File: src/rtl/dcache_controller.sv
// dcache_controller: direct-mapped, write-back, write-allocate data cache
// sitting between the pipeline MEM stage and a line-wide backing memory.
// Hits are serviced combinationally in the access cycle; misses stall the
// pipeline while an optional dirty-victim writeback and a line refill run
// over a req/ack memory port, after which the held access completes.
//
// Ports:
//   clk_i, rst_i            clock, asynchronous active-low reset
//   cpu_req_i/we_i/addr_i/  CPU access (held stable while stall_o = 1)
//   cpu_wdata_i
//   cpu_rdata_o             load data, valid on a hit cycle, else 0
//   stall_o                 pipeline freeze, combinational
//   mem_req_o/we_o/addr_o/  registered line request to backing memory
//   mem_wdata_o
//   mem_rdata_i, mem_ack_i  refill data and one-cycle completion pulse
//   hit_cnt_o, miss_cnt_o   saturating event counters
module dcache_controller #(
    parameter int unsigned LINES = 16,
    parameter int unsigned WORDS = 4
) (
    input  logic         clk_i,
    input  logic         rst_i,
    input  logic         cpu_req_i,
    input  logic         cpu_we_i,
    input  logic [31:0]  cpu_addr_i,
    input  logic [31:0]  cpu_wdata_i,
    output logic [31:0]  cpu_rdata_o,
    output logic         stall_o,
    output logic         mem_req_o,
    output logic         mem_we_o,
    output logic [31:0]  mem_addr_o,
    output logic [127:0] mem_wdata_o,
    input  logic [127:0] mem_rdata_i,
    input  logic         mem_ack_i,
    output logic [31:0]  hit_cnt_o,
    output logic [31:0]  miss_cnt_o
);

    localparam int unsigned INDEX_W = $clog2(LINES);
    localparam int unsigned OFF_W   = 2;
    localparam int unsigned TAG_W   = 32 - 4 - INDEX_W;

    typedef enum logic [1:0] {
        IDLE      = 2'd0,
        WRITEBACK = 2'd1,
        ALLOCATE  = 2'd2
    } state_e;

    state_e state_q, state_d;

    // Line storage: valid/dirty are reset, tag/data are plain arrays.
    logic [LINES-1:0]       valid_q;
    logic [LINES-1:0]       dirty_q;
    logic [TAG_W-1:0]       tag_q  [LINES];
    logic [WORDS-1:0][31:0] data_q [LINES];

    // Registered memory-port outputs.
    logic         mem_req_q,   mem_req_d;
    logic         mem_we_q,    mem_we_d;
    logic [31:0]  mem_addr_q,  mem_addr_d;
    logic [127:0] mem_wdata_q, mem_wdata_d;

    // Missed access, latched so the refill does not depend on live inputs.
    logic [TAG_W-1:0]   lat_tag_q, lat_tag_d;
    logic [INDEX_W-1:0] lat_idx_q, lat_idx_d;

    logic        refill_done_q;
    logic [31:0] hit_cnt_q;
    logic [31:0] miss_cnt_q;

    // CPU address decode.
    logic [OFF_W-1:0]   req_off_c;
    logic [INDEX_W-1:0] req_idx_c;
    logic [TAG_W-1:0]   req_tag_c;
    logic               unused_addr_c;

    assign req_off_c     = cpu_addr_i[3:2];
    assign req_idx_c     = cpu_addr_i[4 +: INDEX_W];
    assign req_tag_c     = cpu_addr_i[31 -: TAG_W];
    assign unused_addr_c = ^cpu_addr_i[1:0];

    logic hit_c;
    logic serve_c;
    logic miss_c;
    logic wb_done_c;
    logic fill_c;
    logic victim_dirty_c;

    assign hit_c          = cpu_req_i & valid_q[req_idx_c] & (tag_q[req_idx_c] == req_tag_c);
    assign serve_c        = (state_q == IDLE) & hit_c;
    assign victim_dirty_c = valid_q[req_idx_c] & dirty_q[req_idx_c];

    // CPU-facing outputs are combinational so hits complete with zero latency.
    assign stall_o     = (state_q != IDLE) | (cpu_req_i & ~hit_c);
    assign cpu_rdata_o = serve_c ? data_q[req_idx_c][req_off_c] : 32'h0;

    assign mem_req_o   = mem_req_q;
    assign mem_we_o    = mem_we_q;
    assign mem_addr_o  = mem_addr_q;
    assign mem_wdata_o = mem_wdata_q;
    assign hit_cnt_o   = hit_cnt_q;
    assign miss_cnt_o  = miss_cnt_q;

    // Next-state and memory-port request logic.
    always_comb begin
        state_d     = state_q;
        mem_req_d   = mem_req_q;
        mem_we_d    = mem_we_q;
        mem_addr_d  = mem_addr_q;
        mem_wdata_d = mem_wdata_q;
        lat_tag_d   = lat_tag_q;
        lat_idx_d   = lat_idx_q;
        miss_c      = 1'b0;
        wb_done_c   = 1'b0;
        fill_c      = 1'b0;

        unique case (state_q)
            IDLE: begin
                if (cpu_req_i && !hit_c) begin
                    miss_c    = 1'b1;
                    lat_tag_d = req_tag_c;
                    lat_idx_d = req_idx_c;
                    mem_req_d = 1'b1;
                    if (victim_dirty_c) begin
                        state_d     = WRITEBACK;
                        mem_we_d    = 1'b1;
                        mem_addr_d  = {tag_q[req_idx_c], req_idx_c, 4'h0};
                        mem_wdata_d = data_q[req_idx_c];
                    end else begin
                        state_d    = ALLOCATE;
                        mem_we_d   = 1'b0;
                        mem_addr_d = {req_tag_c, req_idx_c, 4'h0};
                    end
                end
            end
            WRITEBACK: begin
                // Request stays up across the transition; only the command changes.
                if (mem_ack_i) begin
                    wb_done_c  = 1'b1;
                    state_d    = ALLOCATE;
                    mem_we_d   = 1'b0;
                    mem_addr_d = {lat_tag_q, lat_idx_q, 4'h0};
                end
            end
            ALLOCATE: begin
                if (mem_ack_i) begin
                    fill_c    = 1'b1;
                    state_d   = IDLE;
                    mem_req_d = 1'b0;
                    mem_we_d  = 1'b0;
                end
            end
            default: begin
                state_d   = IDLE;
                mem_req_d = 1'b0;
                mem_we_d  = 1'b0;
            end
        endcase
    end

    // State, control bits, port registers and counters.
    always_ff @(posedge clk_i or negedge rst_i) begin
        if (!rst_i) begin
            state_q       <= IDLE;
            valid_q       <= '0;
            dirty_q       <= '0;
            mem_req_q     <= 1'b0;
            mem_we_q      <= 1'b0;
            mem_addr_q    <= 32'h0;
            mem_wdata_q   <= 128'h0;
            lat_tag_q     <= '0;
            lat_idx_q     <= '0;
            refill_done_q <= 1'b0;
            hit_cnt_q     <= 32'h0;
            miss_cnt_q    <= 32'h0;
        end else begin
            state_q     <= state_d;
            mem_req_q   <= mem_req_d;
            mem_we_q    <= mem_we_d;
            mem_addr_q  <= mem_addr_d;
            mem_wdata_q <= mem_wdata_d;
            lat_tag_q   <= lat_tag_d;
            lat_idx_q   <= lat_idx_d;

            // The re-presented access after a refill is not a hit.
            if (serve_c && !refill_done_q && (hit_cnt_q != 32'hFFFF_FFFF)) begin
                hit_cnt_q <= hit_cnt_q + 32'd1;
            end
            if (miss_c && (miss_cnt_q != 32'hFFFF_FFFF)) begin
                miss_cnt_q <= miss_cnt_q + 32'd1;
            end

            if (fill_c) begin
                refill_done_q <= 1'b1;
            end else if (serve_c) begin
                refill_done_q <= 1'b0;
            end

            if (serve_c && cpu_we_i) begin
                dirty_q[req_idx_c] <= 1'b1;
            end
            if (wb_done_c) begin
                dirty_q[lat_idx_q] <= 1'b0;
            end
            if (fill_c) begin
                valid_q[lat_idx_q] <= 1'b1;
                dirty_q[lat_idx_q] <= 1'b0;
            end
        end
    end

    // Tag/data arrays: refill writes a whole line, a store hit writes one word.
    always_ff @(posedge clk_i) begin
        if (fill_c) begin
            tag_q[lat_idx_q]  <= lat_tag_q;
            data_q[lat_idx_q] <= mem_rdata_i;
        end else if (serve_c && cpu_we_i) begin
            data_q[req_idx_c][req_off_c] <= cpu_wdata_i;
        end
    end

endmodule

File: config.mk
export PLATFORM = sky130hd
export DESIGN_NAME = dcache_controller
export DESIGN_NICKNAME = d
export VERILOG_FILES = /design/src/rtl/dcache_controller.sv
export SDC_FILE = /design/constraint.sdc
export NUM_CORES = 2
export LEC_CHECK = 0
export CAP_MARGIN = 20
export CORE_ASPECT_RATIO = 1.2
export CORE_MARGIN = 4
export CORE_UTILIZATION = 43
export CTS_CLUSTER_DIAMETER = 100
export DETAILED_ROUTE_END_ITERATION = 10
export GPL_ROUTABILITY_DRIVEN = 0
export GPL_TIMING_DRIVEN = 0
export PLACE_DENSITY_LB_ADDON = 0.15
export SLEW_MARGIN = 20
export SYNTH_ARGS = -nofsm -noshare
export SYNTH_HDL_FRONTEND = slang
export SYNTH_SLANG_ARGS = --single-unit
File: constraint.sdc
create_clock -name clk_i -period 6 [get_ports clk_i]
set_clock_uncertainty 0.1 [all_clocks]
set_input_delay 1.2 -clock clk_i [delete_from_list [all_inputs] [get_ports clk_i]]
set_output_delay 1.2 -clock clk_i [all_outputs]
set_load 0.01 [all_outputs]
==> impl_metrics.csv <==
group,metric,value,unit
status,status,"complete, but fails checks",
status,violations,"negative setup slack",
logic_synthesis,synth_area,107100,sq um
logic_synthesis,avgSynthCellArea,21.69,sq um
route,drc_errors,0,
logic_synthesis,yosysSeqAreaShare,74.87,%
clock_network,clock-sinks,2717,
cells_and_area,synthToLayoutAreaGrowth,25.57,%
logic_synthesis,ys.flop_type,"edfxtp_1",
placement,port_buffers,443,
clock_network,cts_tree,"yes",
min_path,holdCritPathClass,"in2async",
global_route,grt_max_degree,93,
die,rows,200,
route,drtAntennaViolNets,0,
timing,final_max_slew_viol_count,0,
clock_network,clkTransAtPathRegs,0.06,ns
timing,relSlewSlack,15.08,%
route,viasPerCell,6.149,
critical_path,critPathLaunchType,"input pin",
cells_and_area,multi_input_area,26950,sq um
route,wl,362.5,mm
critical_path,cp_slowest_stage_delay,0.91,ns
logic_synthesis,synth-seq-cells,2717,
logic_synthesis,synth_edf_count,2432,
clock_network,postCtsHoldBufs,0,
die,core_area,247500,sq um
critical_path,critPathRequiredTime,6.51,ns
die,die_h,554.6,um
logic_synthesis,netlist_instances,4936,
critical_path,cp.arrival,6.82,ns
logic_synthesis,netlist_top_cells_area,"edfxtp_1 68%, mux4_2 16%, dfrtp_1 6.7%",
die,pin_count,456,
placement,hpwl,252.2,mm
cells_and_area,ff_latch_area,80160,sq um
timing,worst_pin_slew,1.274,ns
timing,rsz0062_at_grt,"true",
die,die_area,257100,sq um
global_route,grt-ovfl-total,0,
pwr,power_density,344.0,nW/um^2
timing,fmax,158.5,MHz
clock_network,clk_latency,0.90,ns
placement,preCtsSetupSlack,-3.408,ns
cells_and_area,nFillCells,18870,
route,routedWlPerCell,37.62,um
pwr,worst_ir_drop_vdd,0.0002285,V
critical_path,worstSetupPathType,"in2reg",
timing,finalCriticalPeriod,6.309,ns
timing,hold_viol,0,
timing,finalSetupViolCount,1735,
cells_and_area,fin_util,54.33,%
timing,min_period_over_period,105.2,%
clock_network,root_buffer,"clkbuf_16",
logic_synthesis,synthDistinctLibCells,68,
cells_and_area,layout-drive-gt1-share,35.31,%
logic_synthesis,yosysTopAreaCellShare,68.20,%
route,drtIter0Drc,7396,
route,drtPass1Iterations,6,
die,die_x,463.5,um
global_route,track_usage,27.76,%
global_route,grt_pass1_vias,58100,
timing,setup_ws,-0.3091,ns
global_route,grt_pass1_wl,489.6,mm
route,route.vias.total,59260,
timing,tns,-190.22,ns
critical_path,slowest_stage,"a2111oi_0",
clock_network,cts_max_level,5,
global_route,antenna_found_initial,43,
die,start_util,43.26,%
critical_path,crit_family,"buffers and inverters",
logic_synthesis,ys.warnings.count,0,
critical_path,critPathBufInv,8,
logic_synthesis,synth-async-reset-ratio,10.49,%
critical_path,crit_fanout,13,
clock_network,cts_buffer_depth,4,
pwr,leakagePower,45.75,nW
critical_path,end_kind,"flip-flop",
clock_network,numCtsBuffers,287,
critical_path,path_cells,"dlygate4sd2_1, buf_6, buf_12, buf_2, nand2b_1, nor2_1, a21o_1, a2111oi_0, nand4_1, nor4_4, buf_2, buf_4, mux2i_4, nor2_4, buf_16, buf_16",
cells_and_area,fin_nets,6329,
logic_synthesis,yosysTopAreaCell,"edfxtp_1",
job,maxCapViolations,0,
[power breakdown]
group / leakage (nW) / internal (mW) / switching [mW] / total [mW]
Sequential: 25.7 / 22.3 / 0.729 / 23.0
Combinational: 15.7 / 2.54 / 3.52 / 6.06
Clock: 4.31 / 9.79 / 7.36 / 17.2
[cell families after synthesis]
logic type                 Yosys count  share of synthesized area (%)
AOI/OAI and AO/OA                  293                          1.890
xor gates and xnor gates            97                         0.7934
adders and majority gates            5                        0.05843
buffers and inverters              295                          1.132
DFF                               2717                          74.87
muxes                             1047                          18.92
other                                1                       0.003502
and+or+nand+nor                    481                          2.339
[layer usage]
| layer | track usage, % | vias to the layer above | part of all wire [%] |
|---|---|---|---|
| met4 | 17.24 | 12 | 7.2 |
| li1 | - | 23040 | - |
| met5 | 0.2806 | - | 0.022 |
| met3 | 5.595 | 725 | 9.0 |
| met1 | 35.21 | 32100 | 36 |
| met2 | 44.12 | 3382 | 48 |
[layout make-up]
type | count | share of cell area (%)
Antenna cell | 51 | 0.09492
Buffer | 275 | 2.243
Clock buffer | 409 | 5.986
Clock inverter | 106 | 0.6216
Inverter | 17 | 0.05025
Multi-Input combinational cell | 1927 | 20.04
Sequential cell | 2717 | 59.62
Tap cell | 3232 | 3.008
Timing Repair Buffer | 902 | 8.332
[worst reg2reg max path, cell delays in order, from the launching register on]
cell,delay (ns)
edfxtp_1,0.38
mux4_2,0.49
mux4_2,0.58
xnor2_4,0.26
o2111ai_2,0.18
nor4_1,0.67
a31oi_2,0.47
nand3_2,0.51
buf_2,0.82
buf_2,0.57
mux2_2,0.41
[sequential cells by signal, indices dropped and copies added, names as in the netlist]
name	flops
data_q	2048
tag_q	384
mem_wdata_o	128
hit_cnt_o	32
miss_cnt_o	32
mem_addr_o	28
lat_tag_q	24
dirty_q	16
valid_q	16
lat_idx_q	4
state_q	2
mem_req_o	1
mem_we_o	1
refill_done_q	1
[cell usage after synthesis, types with 14 or more instances]
cell type	number
nand4_1	29
xnor2_1	74
a21o_1	131
dfrtp_1	285
mux2_1	24
buf_2	42
clkbuf_1	165
a22oi_1	17
or2_2	21
a21oi_1	37
edfxtp_1	2432
o21ai_0	35
mux4_2	762
nand3_1	28
nand2b_1	14
and3_1	27
mux2i_1	91
and2_1	85
mux2_2	170
nand2_1	72
nor3_1	15
a31oi_1	28
nor4_1	20
buf_1	59
nor2_1	136
inv_1	16
xor2_1	23
[through the flow]
| stage | total power, mW | instances | cell area, sq um | hold WS [ns] |
|---|---|---|---|---|
| floorplan | 25.63 | 4939 | 107200 | 0.3337 |
| global placement | 28.13 | 8614 | 115600 | 0.3449 |
| detailed placement | 28.82 | 8772 | 120200 | 0.3495 |
| CTS | 46.25 | 9476 | 133100 | 0.1507 |
| global route | 47.53 | 9603 | 134400 | 0.1797 |
| finish | 46.25 | 9636 | 134500 | 0.1672 |
[path summary, 6_finish.rpt]
check,start,to,depth (start not counted),slack [ns]
min,rst_i,lat_tag_q[3],1,0.17
min in group clk_i,valid_q[14],valid_q[14],1,0.36
max in group asynchronous,rst_i,mem_wdata_o[6],2,4.62
min reg2reg,valid_q[14],valid_q[14],1,0.36
max reg2reg,tag_q[11][13],mem_wdata_o[81],10,0.46
max,cpu_addr_i[6],data_q[13][109],16,-0.31
[placed cells by master, fill, tap and decap left out, drive strengths merged, types with 14 or more instances in the layout]
cell           Yosys  final
a21o             131    131
diode              0     51
nand2             72     72
inv               17     26
clkbuf           165    571
and2              85     85
nand3             28     28
buf              113    600
xor2              23     23
nand4             30     30
dfrtp            285    285
mux4             762    762
o21ai             36     36
nand2b            14     14
or2               21     21
clkdlybuf4s50      0    407
mux2i             91     91
a21oi             38     38
nor4              21     21
a22oi             17     17
edfxtp          2432   2432
nor2             136    136
xnor2             74     74
and3              27     27
a31oi             29     29
mux2             194    194
nor3              15     15
clkinv             0     74
[what timing repair did]
action                                  4_1_cts  5_1_grt
buffers inserted                            183      118
endpoints found under the setup margin     4360     2377
pin swaps                                    30       25
gates resized for setup                     689       98
cloned                                        7        1
Power figures use the tool's default switching activity.
